==> config.mk <==
export PLATFORM = sky130hd
export DESIGN_NAME = layer5_feeder
export DESIGN_NICKNAME = d
export VERILOG_FILES = /design/src/rtl/layer5_feeder.sv
export SDC_FILE = /design/constraint.sdc
export NUM_CORES = 1
export LEC_CHECK = 0
export CAP_MARGIN = 20
export CORE_MARGIN = 8
export CORE_UTILIZATION = 49
export CTS_BUF_LIST = sky130_fd_sc_hd__clkbuf_16
export DETAILED_ROUTE_END_ITERATION = 10
export PLACE_DENSITY = 0.84
export SLEW_MARGIN = 10
export SYNTH_ARGS = -nofsm -noshare
export SYNTH_HDL_FRONTEND = slang
export SYNTH_SLANG_ARGS = --single-unit
==> constraint.sdc <==
create_clock -name clk -period 9.61 [get_ports clk]
set_clock_uncertainty 0.05 [all_clocks]
set_input_delay 1.922 -clock clk [delete_from_list [all_inputs] [get_ports clk]]
set_output_delay 1.922 -clock clk [all_outputs]
set_load 0.02 [all_outputs]
==> src/rtl/layer5_feeder.sv <==
`default_nettype none
// ============================================================================
// Module   : layer5_feeder
// Brief    : Layer-5 FC sequencer. Per neuron it clears the MAC PE, loads the
//            bias, streams N_IN operand pairs and returns the result on a
//            valid/ready port. Optional checker: LAYER5_FEEDER_CHECK_EN.
// Revision : 1.0
// ============================================================================
module layer5_feeder #(
   parameter int N_IN  = 84,
   parameter int N_OUT = 10,
   parameter int XAW   = 7,
   parameter int WAW   = 10,
   parameter int IW    = 4
) (
   input  logic           clk,
   input  logic           reset,
   input  logic           start,
   output logic           busy,
   output logic [XAW-1:0] x_addr,
   input  logic [15:0]    x_data,
   output logic [WAW-1:0] w_addr,
   input  logic [15:0]    w_data,
   output logic [IW-1:0]  b_addr,
   input  logic [15:0]    b_data,
   output logic           pe_clr,
   output logic [15:0]    pe_din1,
   output logic [15:0]    pe_din2,
   output logic [15:0]    pe_bias,
   output logic           pe_ena,
   input  logic [17:0]    pe_dout,
   input  logic           pe_finish,
   output logic           res_valid,
   input  logic           res_ready,
   output logic [17:0]    res_data,
   output logic [IW-1:0]  res_idx,
   output logic           done,
   output logic           err
);

   localparam logic [XAW:0]  K_END  = (XAW+1)'(N_IN);
   localparam logic [IW-1:0] LAST_J = IW'(N_OUT - 1);

   typedef enum logic [2:0] {
      S_IDLE     = 3'd0,
      S_CLEAR    = 3'd1,
      S_FETCH    = 3'd2,
      S_WAIT_FIN = 3'd3,
      S_OUT      = 3'd4
   } state_t;

   state_t         state, next_state;
   logic [XAW:0]   k;
   logic [WAW-1:0] wptr;
   logic [IW-1:0]  j;
   logic           data_valid;
   logic           bias_load;
   logic           timeout;
   logic           last_neuron;
   logic           out_accept;
   logic           capture;

   assign last_neuron = (j == LAST_J);
   assign out_accept  = (state == S_OUT) && res_ready;
   assign capture     = (state == S_WAIT_FIN) && (pe_finish || timeout);

   always_ff @(posedge clk or posedge reset) begin
      if (reset) state <= S_IDLE;
      else       state <= next_state;
   end

   always_comb begin
      next_state = state;
      case (state)
         S_IDLE:     if (start) next_state = S_CLEAR;
         S_CLEAR:    next_state = S_FETCH;
         S_FETCH:    if (k == K_END) next_state = S_WAIT_FIN;
         S_WAIT_FIN: if (pe_finish || timeout) next_state = S_OUT;
         S_OUT:      if (res_ready) next_state = last_neuron ? S_IDLE : S_CLEAR;
         default:    next_state = S_IDLE;
      endcase
   end

   // Operands follow addresses by one cycle (memory) plus one (din register).
   always_ff @(posedge clk or posedge reset) begin
      if (reset) begin
         busy       <= 1'b0;
         x_addr     <= '0;
         w_addr     <= '0;
         b_addr     <= '0;
         pe_clr     <= 1'b0;
         pe_din1    <= '0;
         pe_din2    <= '0;
         pe_bias    <= '0;
         pe_ena     <= 1'b0;
         res_valid  <= 1'b0;
         res_data   <= '0;
         res_idx    <= '0;
         done       <= 1'b0;
         j          <= '0;
         k          <= '0;
         wptr       <= '0;
         data_valid <= 1'b0;
         bias_load  <= 1'b0;
      end else begin
         pe_clr     <= (next_state == S_CLEAR);
         res_valid  <= (next_state == S_OUT);
         done       <= out_accept && last_neuron;
         data_valid <= (state == S_FETCH);
         pe_ena     <= data_valid;
         bias_load  <= (state == S_CLEAR);

         if (data_valid) begin
            pe_din1 <= x_data;
            pe_din2 <= w_data;
         end
         if (bias_load) pe_bias <= b_data;

         if (state == S_IDLE && start) busy <= 1'b1;

         if (next_state == S_CLEAR) begin
            k      <= '0;
            b_addr <= out_accept ? j + IW'(1) : j;
         end

         if (next_state == S_FETCH) begin
            x_addr <= k[XAW-1:0];
            w_addr <= wptr;
            k      <= k + (XAW+1)'(1);
            wptr   <= wptr + WAW'(1);
         end

         if (capture) begin
            res_data <= pe_finish ? pe_dout : '0;
            res_idx  <= j;
         end

         if (out_accept) begin
            if (last_neuron) begin
               j    <= '0;
               wptr <= '0;
               busy <= 1'b0;
            end else begin
               j <= j + IW'(1);
            end
         end
      end
   end

`ifdef LAYER5_FEEDER_CHECK_EN
   logic [XAW:0] ena_cnt;
   logic [4:0]   wait_cnt;
   logic         fin_q;

   assign timeout = (state == S_WAIT_FIN) && !pe_finish && (wait_cnt == 5'd16);

   // Only a rising finish is judged: a PE may hold finish until its next clear.
   always_ff @(posedge clk or posedge reset) begin
      if (reset) begin
         ena_cnt  <= '0;
         wait_cnt <= '0;
         fin_q    <= 1'b0;
         err      <= 1'b0;
      end else begin
         fin_q <= pe_finish;
         if (state == S_CLEAR)  ena_cnt <= '0;
         else if (pe_ena)       ena_cnt <= ena_cnt + (XAW+1)'(1);
         if (state != S_WAIT_FIN) wait_cnt <= '0;
         else                     wait_cnt <= wait_cnt + 5'd1;
         if (pe_finish && !fin_q && (state != S_WAIT_FIN || ena_cnt != K_END))
            err <= 1'b1;
         if (timeout) err <= 1'b1;
      end
   end
`else
   assign timeout = 1'b0;
   assign err     = 1'b0;
`endif

endmodule
`default_nettype wire

==> impl.org, run 1 <==
** Timing
- Final number of hold-violating endpoints :: 0
- Timing would allow up to 0.289 GHz.
- Setup repair after global routing left no endpoint under its margin.
- Portion of the clock cycle consumed by the worst path in the final layout :: 0.360
- For the pin with the worst max-slew slack, the measured transition is 862 ps.
- Adding up every negative setup slack in the final design gives 0 ps.
- Worst relative slew slack :: 0.425
- Setup violations remaining at the end of the flow were counted as 0.
- The final-report max-slew violation count is 0.
- For the finished layout, the period the worst path requires is 3460 ps.

** Logic synthesis
- By count the netlist is led by 123 x sky130_fd_sc_hd__dfrtp_1, 71 x sky130_fd_sc_hd__mux2_2, 66 x sky130_fd_sc_hd__nand2_1.
- Biggest area contributors in the synthesized netlist :: sky130_fd_sc_hd__dfrtp_1 62%, sky130_fd_sc_hd__mux2_2 16%, sky130_fd_sc_hd__nand2_1 5.0%
- Main synth FF type :: sky130_fd_sc_hd__dfrtp_1
- Cell taking the most area after synthesis :: sky130_fd_sc_hd__dfrtp_1
- Netlist Area Pre-Place :: 4940 um^2
- In this run, synthesis inferred 0 flip-flops with an integrated enable.
- A synthesized cell averages 12.7 um^2.
- Share of flip-flops with an asynchronous set or reset :: 1.00
- For this run, the number of Yosys warnings is 0.
- FF+latch count, synth :: 123
- By instance count, the leading cell after synthesis is sky130_fd_sc_hd__dfrtp_1.
- Synth unique cells :: 44
- The share of the Yosys chip area taken by registers is 0.622.
- Area share of the leading cell type in the synthesized netlist :: 0.622
- Post-synth net total :: 464
- Counting every instance in the synthesized netlist gives 388.

** Cells and area
- Once layout is complete, the cells apart from fillers number 703.
- Number of nets in the layout :: 634
- Of the cells placed in the final design, the portion with a size suffix greater than 1 is 0.193.
- Final design instance area without fill :: 7230 um^2
- The area growth from synthesis to layout is 46.3%.
- Number of diodes added for antenna fixing :: 0

** GRT
- Vias in the first global route :: 3840
- The first global-routing pass estimated 20000 um of wire.
- Initial antenna violation count :: 0
- The total overflow left after global routing is 0.
- In the global route stage, overall resource usage came out at 0.195.
- Entering global routing, the biggest net connects 65 pins.

** Detailed routing
- In this run the remaining antenna-violating nets after routing total 0.
- Drt first pass iters :: 4
- Across all layers, the routed design uses 3620 vias.
- Mean number of vias per cell :: 5.15
- In the final routed layout, each cell accounts on average for 18.8 um.
- In this run, the number of DRC markers left after iteration 0 of detailed routing was 189.
- Detailed-route wire length :: 13200 um
- In the routed design, unresolved DRC markers number 0.

** Placement
- Routability-driven placement finished with a final weighted congestion of 0.810.
- Number of buffers inserted by port buffering :: 166
- The wire-length estimate of the detail-placed layout is 9770 um.
- Placed instance count :: 672
- Total placed instance area :: 6720 um^2

** Floorplanning
- # IOs :: 168
- Total core area :: 9770 um^2
- Initial Utilization :: 0.506
- Overall die width :: 116 um
- Die outline area :: 13600 um^2
- The floorplan has 36 rows.
- The die is 116 um tall.

** Clock network
- Maximum level of the CTS H-tree :: 4
- Root Buffer Master :: sky130_fd_sc_hd__clkbuf_16
- After clock tree synthesis, the clock-pin slew on the worst setup and hold paths is 50 ps.
- Skew-Pair Late Insertion Delay :: 400 ps
- Hold-fix buffers at CTS :: 0
- The number of clock buffers added by TritonCTS is 17.
- The clock net in this run drives a total of 123 sinks.
- TritonCTS built the clock tree.
- Number of buffers added for setup after CTS :: 0
- Post-CTS repair changed the size of 0 cells.
- Maximum number of buffers from clock root to sink :: 2

** Critical path
- At the worst endpoint, the required time is 9850 ps.
- Worst path cell trace :: clkdlybuf4s50_1 > nor4b_1 > a21oi_2 > inv_1 > mux2_2
- Among cell families on the critical path, the largest total delay comes from buffers and inverters.
- Among all stages on the critical path, the largest delay is contributed by sky130_fd_sc_hd__clkdlybuf4s50_1.
- CP Launch Type :: input pin
- Data on the critical path arrives at its endpoint at 3700 ps.
- Crit. End Element :: register
- Max stage delay on crit path :: 480 ps
- Critical path peak fanout :: 11
- The critical path in this run is classified as input pin to register.
- Counting both buffers and inverters, the worst setup path holds a total of 2.

** Status
- Run status :: finished, final reports clean

** Power and ir drop
- Power spread over the standard cell area amounts to 366 nW/um^2.
- Leakage power of the design :: 3.21 nW
- VDD sags by at most 0.176 mV.

** Hold path
- Path type of the worst min-delay path :: register to register

** Job
- Max-cap violations in this run came to 0.
-- registers in the layout (all words and copies together), names as in the netlist, 3 cells and up --
name,cells
k,8
res_idx,4
pe_bias,16
state,3
w_addr,10
wptr,10
x_addr,7
pe_din1,16
j,4
res_data,18
pe_din2,16
b_addr,4
-- logic make-up (layout without fill, tap and decap cells) --
| family | Yosys count | after routing | synth area share |
|---|---|---|---|
| compound gates | 29 | 29 | 0.0374 |
| xor+xnor | 8 | 8 | 0.0142 |
| fa+ha+maj | 5 | 5 | 0.0127 |
| buf+inv | 27 | 209 | 0.0281 |
| flops | 123 | 123 | 0.622 |
| mux | 77 | 77 | 0.174 |
| other cells | 1 | 1 | 0.000758 |
| simple gates | 118 | 118 | 0.111 |
-- power by group --
group / total, mW / leakage, nW / switching (mW) / internal [mW]
Sequential: 0.923 / 1.50 / 0.173 / 0.750
Clock: 0.551 / 0.264 / 0.207 / 0.344
Combinational: 1.17 / 1.45 / 0.585 / 0.585
-- layer usage --
metal / global-route usage / vias up / routed length [um]
met2: 0.336 / 151 / 6510
met5: 0 / - / 0
li1: - / 1666 / -
met1: 0.212 / 1778 / 5110
met4: 0.0743 / 0 / 314
met3: 0.0755 / 25 / 1270
-- placed cells by master (no fill, tap or decap), drive strengths merged, types with 2 or more instances in the layout --
master,instances
dfrtp,123
nand3b,2
clkbuf,17
a21oi,6
nand2,69
or3,4
nor2,15
o2111ai,2
nor3b,3
clkinv,10
clkdlybuf4s50,166
or2,2
ha,5
and3,3
nand3,5
nor3,4
xnor2,3
mux2i,6
and2,2
inv,10
mux2,71
xor2,5
o21ai,15
buf,4
nand4,5
o31ai,2
-- path summary, 6_finish.rpt --
path / startpoint / endpoint / slack [ps] / depth (start not counted)
max: start / b_addr[1]$_DFFE_PP0P_ / 6150 / 5
min: w_addr[2]$_DFFE_PP0N_ / w_addr[2]$_DFFE_PP0N_ / 420 / 2
max reg2reg: k[1]$_DFFE_PP0P_ / wptr[3]$_DFF_PP0_ / 7230 / 7
min reg2reg: w_addr[2]$_DFFE_PP0N_ / w_addr[2]$_DFFE_PP0N_ / 420 / 2
max in group asynchronous: reset / wptr[0]$_DFF_PP0_ / 6310 / 3
min in group asynchronous: reset / pe_bias[3]$_DFFE_PP0P_ / 1950 / 2
-- worst reg2reg max path: stages, from the launching register on --
cell and delay, ps:
sky130_fd_sc_hd__dfrtp_1 400, sky130_fd_sc_hd__inv_1 130, sky130_fd_sc_hd__ha_1 170, sky130_fd_sc_hd__nand3b_1 110, sky130_fd_sc_hd__o41a_1 390, sky130_fd_sc_hd__or2_1 550, sky130_fd_sc_hd__nand3_1 240, sky130_fd_sc_hd__mux2i_1 250
-- stage by stage --
| stage | hold WS [ps] | total power, mW | setup slack (ps) | util |
|---|---|---|---|---|
| 6_report | 419 | 2.64 | 6150 | 0.740 |
| 3_5_place_dp | 411 | 2.11 | 5750 | 0.687 |
| 5_1_grt | 438 | 2.79 | 5970 | 0.740 |
| 4_1_cts | 425 | 2.67 | 6160 | 0.740 |
| 2_1_floorplan | 302 | 1.57 | 4370 | - |
| 3_3_place_gp | 412 | 2.05 | 5820 | 0.684 |
-- cell type report --
class,count,area (um^2)
clock buffers,17,425
clock inverters,14,90.1
fillers,651,2540
inverters,8,32.5
multi-input cells,238,1730
flip-flops and latches,123,3080
well taps,133,166
repair buffers,170,1710
Note: power is estimated with default switching activity, not from simulation.
==> run 2: changes to the inputs <==
CORE_UTILIZATION = 41   (was 49)
PLACE_DENSITY = 0.75   (was 0.84)
clock period = 3 ns   (was 9.61 ns; I/O delays follow)
==> run 2 against run 1 <==
Register-to-register slack got worse by 6600 ps. Sequential share of layout area about the same. Combinational power rose to 3.2 times the previous value. First-iteration DRC count grew 19%. Cell area about the same. Non-clock buffer count up 2. Utilization shrank 13 points. Die area is 17% higher. Largest power group unchanged. Highest routed layer unchanged.
==> impl.org, run 2 (synthesis gave the netlist of run 1 again) <==
** Status
- Run status :: finished, final reports clean

** Hold path
- The worst hold path terminates at w_addr[2]$_DFFE_PP0N_.
- Path type of the worst min-delay path :: register to register
- Along the worst hold path, the cell count comes to 2.
- The worst hold path begins at w_addr[2]$_DFFE_PP0N_.

** Floorplanning
- Total core area :: 11900 um^2
- # IOs :: 168
- Initial Utilization :: 0.415
- Number of core rows :: 40
- Overall die width :: 126 um
- Die outline area :: 15800 um^2
- Die height :: 126 um

** Timing
- Setup repair after global routing left no endpoint under its margin.
- Post-route worst hold slack :: 423 ps
- Portion of the clock cycle consumed by the worst path in the final layout :: 0.775
- The final hold violation count is 0.
- Count of final max-slew check failures :: 0
- For the pin with the worst max-slew slack, the measured transition is 852 ps.
- Min setup slack post-route :: 675 ps
- Time the worst path needs with I/O delays and setup :: 2320 ps
- Derived from the worst setup path, the maximum achievable clock frequency is 0.430 GHz.
- Total negative slack for setup checks :: 0 ps
- Worst relative slew slack :: 0.432
- Setup violations remaining at the end of the flow were counted as 0.

** Detailed routing
- After detailed routing, the number of vias per cell comes to 4.95.
- In this run the remaining antenna-violating nets after routing total 0.
- Drt first pass iters :: 4
- Vias :: 3550
- Wire length per cell :: 17.2 um
- The final layout contains routed wiring with a total length of 12300 um.
- In this run, the number of DRC markers left after iteration 0 of detailed routing was 225.
- After detailed routing, the number of remaining DRC violations is 0.

** Power and ir drop
- For this design the ratio of total power to cell area is 1140 nW/um^2.
- The analysis attributes to cell leakage a power of 3.20 nW.
- Total chip power :: 8.23 mW
- Max IR drop VDD :: 0.425 mV

** Critical path
- Startpoint of the worst-slack reg-to-reg timing path :: k[1]$_DFFE_PP0P_
- R2r endpoint :: wptr[4]$_DFF_PP0_
- Setup slack of the worst register-to-register path :: 680 ps
- For the worst flop-to-flop path, the logic depth is 7.
- Class of the most critical setup path :: register to register
- Number of buffers and inverters on the critical path :: 1
- The worst setup path is launched from a register.
- For this run, the slowest stage of the critical path takes 550 ps.
- Along the worst path, the maximum fanout reaches 24.
- Worst Path Arrival :: 2590 ps
- Crit. End Element :: register
- Data required time of the critical path :: 3260 ps
- Delay-heaviest family, CP :: simple AND/OR/NAND/NOR gates
- Cell with the biggest individual delay on the critical path :: sky130_fd_sc_hd__or2_1
- The critical path goes through inv_1 > ha_1 > nand3b_1 > o41a_1 > or2_1 > nand4_1 > mux2i_1.

** GRT
- Vias in the first global route :: 3800
- The initial antenna violation count came to 0.
- Entering global routing, the biggest net connects 44 pins.
- First-pass GRT wire length :: 20300 um
- Summed over all layers, the global routing overflow is 0.
- Overall fraction of global-route tracks in use :: 0.162

** Clock network
- At the later pin of the worst-skew pair, clock insertion delay measures 400 ps.
- Cts bufs inserted :: 17
- TritonCTS built the clock tree.
- Number of instances resized during post-cts repair :: 0
- Number of buffers added for setup after CTS :: 0
- Clock-pin slew was measured on the worst setup and hold paths at 50 ps.
- In this run the deepest clock path goes through 2 buffers.
- Root Buffer Master :: sky130_fd_sc_hd__clkbuf_16
- Hold-fix buffers at CTS :: 0
- The clock drives 123 sinks.
- CTS built an H-tree with a depth of 4.

** Placement
- Number of buffers inserted by port buffering :: 166
- Final RePlAce weighted congestion :: 0.823
- The wire-length estimate of the detail-placed layout is 9200 um.
- Prior to clock tree synthesis, the placed netlist has a worst setup slack of 452 ps.
- Placed instance count :: 688

** Cells and area
- In the layout the commonest cells are 166 x sky130_fd_sc_hd__clkdlybuf4s50_1, 123 x sky130_fd_sc_hd__dfrtp_1, 71 x sky130_fd_sc_hd__mux2_2, 66 x sky130_fd_sc_hd__nand2_1, 17 x sky130_fd_sc_hd__clkbuf_16.
- The register with the most flip-flops in the layout has 18 of them.
- Layout overhead on the synthesized area :: 46.2%
- Number of nets in the layout :: 636
- Register containing the most flip-flops in the final layout :: res_data
- Most common library cell in the layout ignoring fill and taps :: sky130_fd_sc_hd__clkdlybuf4s50_1
- In the final layout, the share of cells above drive strength 1 is 0.186.
- 0 antenna diodes ended up in the layout.
- Final std cells w/o fill :: 717

** Job
- Max capacitance violation total :: 0
[run 2: how the worst max path moves through the flow]
| stage | from | endpoint | cells after the start |
|---|---|---|---|
| 3_5_place_dp | start | b_addr[1]$_DFFE_PP0P_ | 5 |
| 2_1_floorplan | reset | b_addr[0]$_DFFE_PP0P_ | 1 |
| 3_3_place_gp | start | b_addr[1]$_DFFE_PP0P_ | 5 |
| 4_1_cts | k[1]$_DFFE_PP0P_ | wptr[3]$_DFF_PP0_ | 7 |
| 5_1_grt | k[1]$_DFFE_PP0P_ | wptr[4]$_DFF_PP0_ | 7 |
| 6_report | k[1]$_DFFE_PP0P_ | wptr[4]$_DFF_PP0_ | 7 |
[run 2: per-stage QoR]
| step | util | area (um^2) |
|---|---|---|
| after global placement | 0.567 | 6760 |
| after floorplan | - | 4950 |
| after CTS | 0.607 | 7230 |
| after detailed placement | 0.567 | 6760 |
| after global routing | 0.607 | 7230 |
| final | 0.607 | 7230 |
[run 2: routing by layer]
layer,global-route usage,share of wire
met2,0.265,0.49
met5,0,0
met1,0.192,0.43
met3,0.0536,0.064
met4,0.0701,0.016
[run 2: report_power, final]
part,switching (mW),internal (mW)
clock network,0.625,1.00
logic,1.86,1.85
registers,0.490,2.41
[run 2: layout make-up]
class,count,area [um^2]
sequential,123,3080
clock inverter,12,47.5
fill,995,4680
tap,147,184
inverter,8,33.8
timing repair buffer,172,1730
clock buffer,17,425
multi-input combinational,238,1730
[run 2: tightest hold or removal path: stages, from the launching register on]
cell and delay, ps:
sky130_fd_sc_hd__dfrtp_1 340, sky130_fd_sc_hd__nand2_1 50, sky130_fd_sc_hd__nand2_1 50
==> run 3: changes to the inputs <==
CORE_UTILIZATION = 45   (was 41)
PLACE_DENSITY = 0.78   (was 0.75)
clock period = 2.3 ns   (was 3 ns; I/O delays follow)
==> run 3 against run 2 <==
Cell area increased by 1.3%. Utilization up 7.2 points. Non-clock buffer count grew 3. Count of clock-buffer cells in the layout stayed put. Sequential share of layout area fell by 0.55 points. Worst setup slack worse by 410 ps. Clock power is 55% higher.
==> impl.org, run 3 (synthesis gave the netlist of run 1 again) <==
** Placement
- Placed instance count :: 684
- Final RePlAce weighted congestion :: 0.840
- Placement Setup Slack :: 82.2 ps
- Post-DP HPWL :: 9270 um
- Buffers placed on the I/O ports in this run total 166.

** GRT
- Initial antenna violation count :: 0
- First-pass GRT wire length :: 20100 um
- Entering global routing, the biggest net connects 124 pins.
- Vias in the first global route :: 3850
- Overall fraction of global-route tracks in use :: 0.175
- After global routing the overflow that remains totals 0.

** Critical path
- The slowest stage of the critical path belongs to the cell sky130_fd_sc_hd__dfrtp_1.
- STA classifies the critical path startpoint as a register.
- The endpoint identified for the worst register-to-register timing path is k[3]$_DFFE_PP0P_.
- Among cell families on the critical path, the largest total delay comes from simple AND/OR/NAND/NOR gates.
- The critical path goes through inv_1 > ha_1 > nand3b_1 > o41a_1 > or2_4 > nand4_1 > mux2i_1.
- The worst register-to-register path begins at k[1]$_DFFE_PP0P_.
- STA puts the critical path data arrival time at 2310 ps.
- Class of the most critical setup path :: register to register
- Setup slack of the worst register-to-register path :: 260 ps
- Data required time of the critical path :: 2570 ps
- For the worst flop-to-flop path, the logic depth is 7.
- Together, buffers and inverters on the worst path number 1.
- Crit. End Element :: register
- Critical path peak fanout :: 19
- In this design, the stage delay of the slowest critical-path cell is 400 ps.

** Clock network
- Clock tree synthesis inserted a total of 17 buffers.
- Clock transition at path regs :: 50 ps
- For the worst-skew pair, the clock arrives at the later sink with an insertion delay of 390 ps.
- The longest clock path from root to sink contains 2 buffers.
- The H-tree was split into 4 levels.
- TritonCTS clock tree :: built
- The tree built by TritonCTS fans out to 123 sinks.
- Post-CTS timing repair inserted 0 buffers for setup.
- CTS placed an instance of sky130_fd_sc_hd__clkbuf_16 at the clock tree root.
- Hold repair after CTS inserted 0 buffers.
- Number of instances resized during post-cts repair :: 0

** Job
- Max-cap violations in this run came to 0.

** Timing
- Setup repair after global routing missed its margin :: no
- Timing would allow up to 0.490 GHz.
- The final-report max-slew violation count is 0.
- Subtracting the final worst setup slack from the clock period gives 2040 ps.
- Min setup slack post-route :: 261 ps
- In the finished design, the share of the clock period the worst path needs comes to 0.887.
- Setup violations remaining at the end of the flow were counted as 0.
- Worst slew pin tran :: 708 ps
- The worst pin sits at a relative slew slack of 0.528.
- Final number of hold-violating endpoints :: 0
- Adding up every negative setup slack in the final design gives 0 ps.

** Floorplanning
- In this run the core area contains 38 standard-cell rows.
- Measured along the x axis, the die boundary spans 121 um.
- The floorplan step set the die height to 121 um.
- Initial Utilization :: 0.458
- Die outline area :: 14600 um^2
- During I/O placement, the number of pins put on the boundary was 168.
- Total core area :: 10800 um^2

** Detailed routing
- Dividing the detail-routed wire length by the instance count gives 17.6 um.
- In the routed design, unresolved DRC markers number 0.
- Mean number of vias per cell :: 5.00
- DRC marker count from the first detailed-route iteration :: 146
- Detailed-route wire length :: 12600 um
- Vias :: 3574
- The first detailed-routing pass ran for 4 iterations.
- Antenna-violating nets left :: 0

** Power and ir drop
- For this design the static power due to leakage is 3.25 nW.
- Power comes to 11.2 mW.
- Max IR drop VDD :: 0.739 mV
- Power density normalized to cell area :: 1530 nW/um^2

** Cells and area
- The register with the most flip-flops in the layout has 18 of them.
- Number of diodes added for antenna fixing :: 0
- The final layout contains 639 nets.
- The multi-input combinational cells in the finished layout cover a total of 1730 um^2.
- Register containing the most flip-flops in the final layout :: res_data
- Fill cells in the final layout number 801.
- Share of post-route cells with drive strength above 1 :: 0.200
- From synthesis to final layout, the design area changed by 48.1%.
- Reg area :: 3080 um^2
- Final std cells w/o fill :: 715
- Most common library cell in the layout ignoring fill and taps :: sky130_fd_sc_hd__clkdlybuf4s50_1
- The top cell types in the final layout, fill and taps aside, are 166 x sky130_fd_sc_hd__clkdlybuf4s50_1, 123 x sky130_fd_sc_hd__dfrtp_1, 71 x sky130_fd_sc_hd__mux2_2, 66 x sky130_fd_sc_hd__nand2_1, 17 x sky130_fd_sc_hd__clkbuf_16.

** Status
- Run status :: finished, final reports clean

** Hold path
- Along the worst hold path, the cell count comes to 1.
- Worst-case hold path end point :: data_valid$_DFF_PP0_
- The tightest min-delay check is of the register to register type.
- Worst min-delay path startpoint :: state[2]$_DFF_PP0_
==> run 3: cell count changes in the layout (fill, tap and decap cells not counted), sizes merged <==
cell,previous run,this run
buf,6,9
bufinv,0,3
clkinvlp,1,2
inv,12,10
==> run 3: how the worst max path moves through the flow <==
stage | startpoint | to | slack [ps] | depth (start not counted)
after floorplan | reset | b_addr[0]$_DFFE_PP0P_ | 280 | 1
after detailed placement | k[1]$_DFFE_PP0P_ | wptr[4]$_DFF_PP0_ | 80 | 7
after global placement | k[1]$_DFFE_PP0P_ | w_addr[2]$_DFFE_PP0N_ | 190 | 8
after global routing | k[1]$_DFFE_PP0P_ | k[3]$_DFFE_PP0P_ | 130 | 7
final | k[1]$_DFFE_PP0P_ | k[3]$_DFFE_PP0P_ | 260 | 7
after CTS | k[1]$_DFFE_PP0P_ | k[3]$_DFFE_PP0P_ | 40 | 7
==> run 3: per-layer routing <==
metal,track usage,vias to the layer above,wire [um],part of all wire
li1,-,1678,-,-
met1,0.195,1764,5150,0.41
met2,0.300,122,6360,0.51
met3,0.0685,10,905,0.072
met4,0.0531,0,174,0.014
met5,0,-,0,0
==> run 3: report_power, final <==
group | switching, mW | total (mW) | internal (mW) | leakage [nW]
registers | 0.633 | 3.77 | 3.14 | 1.50
clock network | 0.859 | 2.52 | 1.66 | 0.286
logic | 2.47 | 4.94 | 2.47 | 1.47
total | 3.96 | 11.2 | 7.27 | 3.25
==> run 3: layout make-up <==
cell class | instances | share of cell area
flip-flops and latches | 123 | 0.420
repair buffers | 175 | 0.238
multi-input cells | 238 | 0.236
clock buffers | 17 | 0.0581
well taps | 140 | 0.0239
clock inverters | 14 | 0.0190
inverters | 8 | 0.00461
==> run 3: stage by stage <==
stage | utilization | hold slack [ps] | area (um^2)
3_3_place_gp | 0.626 | 413 | 6760
4_1_cts | 0.678 | 426 | 7320
6_report | 0.679 | 419 | 7320
5_1_grt | 0.679 | 437 | 7320
2_1_floorplan | - | 302 | 4950
3_5_place_dp | 0.626 | 413 | 6760
==> edit 1: new RTL, settings of run 2 <==
Add a define of `LAYER5_FEEDER_CHECK_EN`.
--- a/src/rtl/layer5_feeder.sv
+++ b/src/rtl/layer5_feeder.sv
@@ -6,6 +6,8 @@
 //            valid/ready port. Optional checker: LAYER5_FEEDER_CHECK_EN.
 // Revision : 1.0
 // ============================================================================
+`define LAYER5_FEEDER_CHECK_EN
+
 module layer5_feeder #(
    parameter int N_IN  = 84,
    parameter int N_OUT = 10,
Behaviour: not the same (Yosys sat finds a counterexample within 4 cycles, from zero or initial values and one cycle with reset high).
==> edit 1 against run 2 <==
- clock power is 11% higher
- sequential cell count is 15 higher
- synthesized area is 14% higher
- combinational power is 5.4% higher
- power is 8.7% higher
- worst setup slack better by 0.048 ns
- wire length is 12% higher
- design area is 11% higher
- critical path type unchanged
- largest cell class unchanged
==> edit 1: results (changes against run 2) <==
metric;value;unit;change
fraction of area in clock buffers and inverters;6.35;%;-0.19 points
Sw Ratio;36.3;%;+0.22 points
post-route cell area;8050;sq um;+11%
inverters;14;;+6
fraction of area in multi-input gates;25.6;%;+1.7 points
wire per inst;17.4;um;+1.1%
min-delay src;err;;
Syn Nets;512;;+10%
number of CTS-inserted buffers;17;;unchanged
clock power share;20.2;%;+0.5 points
pre-CTS WS;0.564;ns;+0.112 ns
met1 Track Usage GR;19.3;%;+0.16 points
seq pwr;3.23;mW;+12%
drt initial violations;165;;-27%
Crit Path Max Fanout;11;;-54%
synth cell count leaders;dfrtp_1 (138), mux2_2 (69), nor2_1 (26), nand2_1 (21), a22o_1 (18);;
instance area at placement;7540;sq um;+12%
fraction of layout instances using a drive strength above 1;18.3;%;-0.31 points
Switch Pwr;3.25;mW;+9.4%
non-filler instance count after layout;798;;+11%
hold-critical path depth;1;;-1
Synth cell types;46;;+4.5%
Area contributors post-synth;dfrtp_1 (61%), mux2_2 (14%), a22o_1 (2.8%);;
met3 wire len;926;um;+18%
flop2flop setup slack;0.72;ns;+0.05 ns
Non-clock buffer share;21.7;%;-2.2 points
first-pass GRT wire length;23.0;mm;+13%
largest net degree at the start of global routing;55;;+25%
Detailed Place HPWL;10.0;mm;+8.7%
CTS Buffer Depth;2;;unchanged
hold path endpoint;err;;
met2 Use GR;26.1;%;-0.43 points
Cells after DPL;766;;+11%
slowest CP cell;or4_1;;
status;finished clean;;
sequential area share after synthesis;61.2;%;-1.0 points
total length of routed met2 wires;6.80;mm;+12%
cell count after synthesis;432;;+11%
FILL cells;1143;;+15%
LEAKAGE;3.42;nW;+6.8%
R2R depth;6;;-1
nets;685;;+7.7%
Tot GR Track Use;16.0;%;-0.21 points
Multi-In Gates;260;;+9.2%
sequential share of cell area;42.9;%;+0.29 points
arrival time of the worst setup path;2.56;ns;-0.03 ns
port bufs;167;;+0.60%
Signal buffers;174;;+1.2%
VDD IR max;0.541;mV;+27%
M1 wire length;5.90;mm;+12%
max_slew headroom;49.9;%;+6.8 points
DR vias;4074;;+15%
==> edit 1: cell count changes in the layout (fill, tap and decap cells not counted), moves of 5 or more <==
cell	change
a21oi_1	+7
o31ai_1	+5
dfrtp_1	+15
a22o_1	+18
nand2_1	-45
nor2_1	+11
==> edit 1: cells by family after synthesis <==
logic type | count (synthesis) | synth area share [%]
AOI/OAI and AO/OA | 69 | 8.60
DFF | 138 | 61.2
and+or+nand+nor | 94 | 9.00
adders and majority gates | 9 | 2.00
muxes | 73 | 14.5
buffers and inverters | 34 | 2.39
xor gates and xnor gates | 15 | 2.33
==> edit 1: how the worst max path moves through the flow <==
stage	end	slack, ns	cells past startpoint
finish	wptr[7]	0.72	6
detailed placement	b_addr[1]	0.56	5
global placement	b_addr[1]	0.58	5
floorplan	b_addr[0]	0.63	1
CTS	wptr[6]	0.70	6
global route	wptr[6]	0.52	4
==> edit 2: new RTL, settings of run 2 <==
Without the edit above. Re-encode `state_t` (5 states) as one-hot, 5 bits wide.
--- a/src/rtl/layer5_feeder.sv
+++ b/src/rtl/layer5_feeder.sv
@@ -41,12 +41,12 @@
    localparam logic [XAW:0]  K_END  = (XAW+1)'(N_IN);
    localparam logic [IW-1:0] LAST_J = IW'(N_OUT - 1);
 
-   typedef enum logic [2:0] {
-      S_IDLE     = 3'd0,
-      S_CLEAR    = 3'd1,
-      S_FETCH    = 3'd2,
-      S_WAIT_FIN = 3'd3,
-      S_OUT      = 3'd4
+   typedef enum logic [4:0] {
+      S_IDLE     = 5'b00001,
+      S_CLEAR    = 5'b00010,
+      S_FETCH    = 5'b00100,
+      S_WAIT_FIN = 5'b01000,
+      S_OUT      = 5'b10000
    } state_t;
 
    state_t         state, next_state;
Function: no difference found for any inputs over 10 cycles, from zero or initial values and one cycle with reset high; not proved beyond that.
==> edit 2 against run 2 <==
- sequential cell count up 2
- worst setup slack got worse by 0.057 ns
- power fell by 15%
- wire length is 2.8% higher
- worst hold slack worse by 0.0067 ns
- non-clock buffer count is 1 lower
- synthesized area is 3.7% higher
- synthesized cell count increased by 4.4%
- global-route usage shrank 0.28 points
- first-iteration DRC count grew 22%
- largest cell class unchanged
- design area up 2.6%
==> edit 2: results (changes against run 2) <==
metric;value;unit;change
VDD IR max;0.422;mV;-0.77%
arrival time of the worst setup path;2.62;ns;+0.03 ns
Root Driver;clkbuf_16;;
combinational share of power;38.7;%;-6.4 points
slowest CP cell;dfrtp_1;;
post-CTS sizing;0;;unchanged
clock-pin slew on the worst setup and hold paths;0.05;ns;about the same
Ant. Diodes;0;;unchanged
Cells after DPL;728;;+5.8%
vias in the first global route;3927;;+3.3%
sequential area share after synthesis;61.0;%;-1.2 points
Post-Route WL;12.7;mm;+2.8%
max_slew headroom;56.5;%;+13 points
wire per inst;16.8;um;-2.2%
status;finished clean;;
CTS Buffer Depth;2;;unchanged
DR vias;3738;;+5.3%
async set-reset flop share out of synthesis;100;%;unchanged
max reg flops;18;;unchanged
DR pass1 iterations;5;;+1
Mapped Avg Cell Area;12.7;sq um;-0.66%
port bufs;166;;unchanged
Biggest register;res_data;;
latest clock arrival within the worst-skew pair;0.40;ns;about the same
first-pass GRT wire length;20.5;mm;+1.2%
instance area at placement;6960;sq um;+3.0%
fraction of layout instances using a drive strength above 1;18.4;%;-0.21 points
Area contributors post-synth;dfrtp_1 (61%), mux2_2 (16%), nand2_1 (4.4%);;
CP peak stage delay;0.41;ns;-0.14 ns
P_int;4.61;mW;-12%
Syn Nets;481;;+3.7%
initial antenna violation count;0;;unchanged
Sw Ratio;34.1;%;-2.0 points
Crit Path Max Fanout;26;;+8.3%
Tot GR Track Use;15.9;%;-0.28 points
Top delay family on crit path;compound AO/OA/AOI/OAI gates;;
pre-CTS WS;0.434;ns;-0.0178 ns
synth cell count leaders;dfrtp_1 (124), mux2_2 (72), nand2_1 (60), a21oi_1 (14), o21ai_0 (12);;
Detailed Place HPWL;9.17;mm;-0.39%
number of CTS-inserted buffers;17;;unchanged
HP Class;flip-flop to flip-flop;;
largest net degree at the start of global routing;90;;+100%
GP Congestion;0.821;;-0.27%
seq pwr;2.64;mW;-8.7%
Setup Fix Bufs, Post-CTS;0;;unchanged
Hold Buf Count CTS;0;;unchanged
LEAKAGE;3.28;nW;+2.5%
Max H-tree Level;4;;unchanged
nets;651;;+2.4%
YS warnings;0;;unchanged
FILL cells;994;;-0.10%
Synth cell types;49;;+11%
drt initial violations;274;;+22%
[edit 2: cell types whose count changed after synthesis, moves of 3 or more]
cell      before  now
a211o_1        0    3
nand2_1       66   60
mux2i_1        6    0
nand2_2        3    0
nor3_1         3    6
a21oi_1        5   14
o31ai_1        1    4
o211ai_1       0    4
nor2_1        15   11
nor3b_1        2    5
[edit 2: cell families (layout without fill, tap and decap cells)]
logic type      Yosys count  after routing  synth area share, %
xor+xnor                  5              5                0.854
compound gates           48             48                 6.81
flops                   125            125                 61.0
fa+ha+maj                 5              5                 1.22
buf+inv                  31            208                 2.76
simple gates            118            118                 11.4
mux                      72             72                 15.8
other cells               1              1               0.0731
[edit 2: per-layer routing]
metal	part of all wire [%]	track usage, %	vias up
met5	0	0	-
met3	6.8	5.12	18
met1	43	18.8	1833
li1	-	-	1748
met4	1.6	7.34	0
met2	48	25.9	139
[edit 2: final timing paths]
| kind | from | end | slack [ns] | cells after the start |
|---|---|---|---|---|
| worst min register to register | w_addr[5] | w_addr[5] | 0.42 | 2 |
| worst max-delay path | k[0] | k[6] | 0.62 | 8 |
| min in group asynchronous | reset | pe_bias[6] | 0.67 | 3 |
| max in group asynchronous | reset | state[0] | 1.88 | 3 |
| worst max register to register | k[0] | k[6] | 0.62 | 8 |
| worst min-delay path | w_addr[5] | w_addr[5] | 0.42 | 2 |
[edit 2: layout make-up]
type | count | area, sq um | share of cell area, %
Clock buffer | 17 | 425 | 5.73
Clock inverter | 9 | 36.3 | 0.489
Inverter | 11 | 45.0 | 0.607
Multi-Input combinational cell | 249 | 1860 | 25.0
Sequential cell | 125 | 3130 | 42.2
Tap cell | 172 | 215 | 2.90
Timing Repair Buffer | 171 | 1710 | 23.1
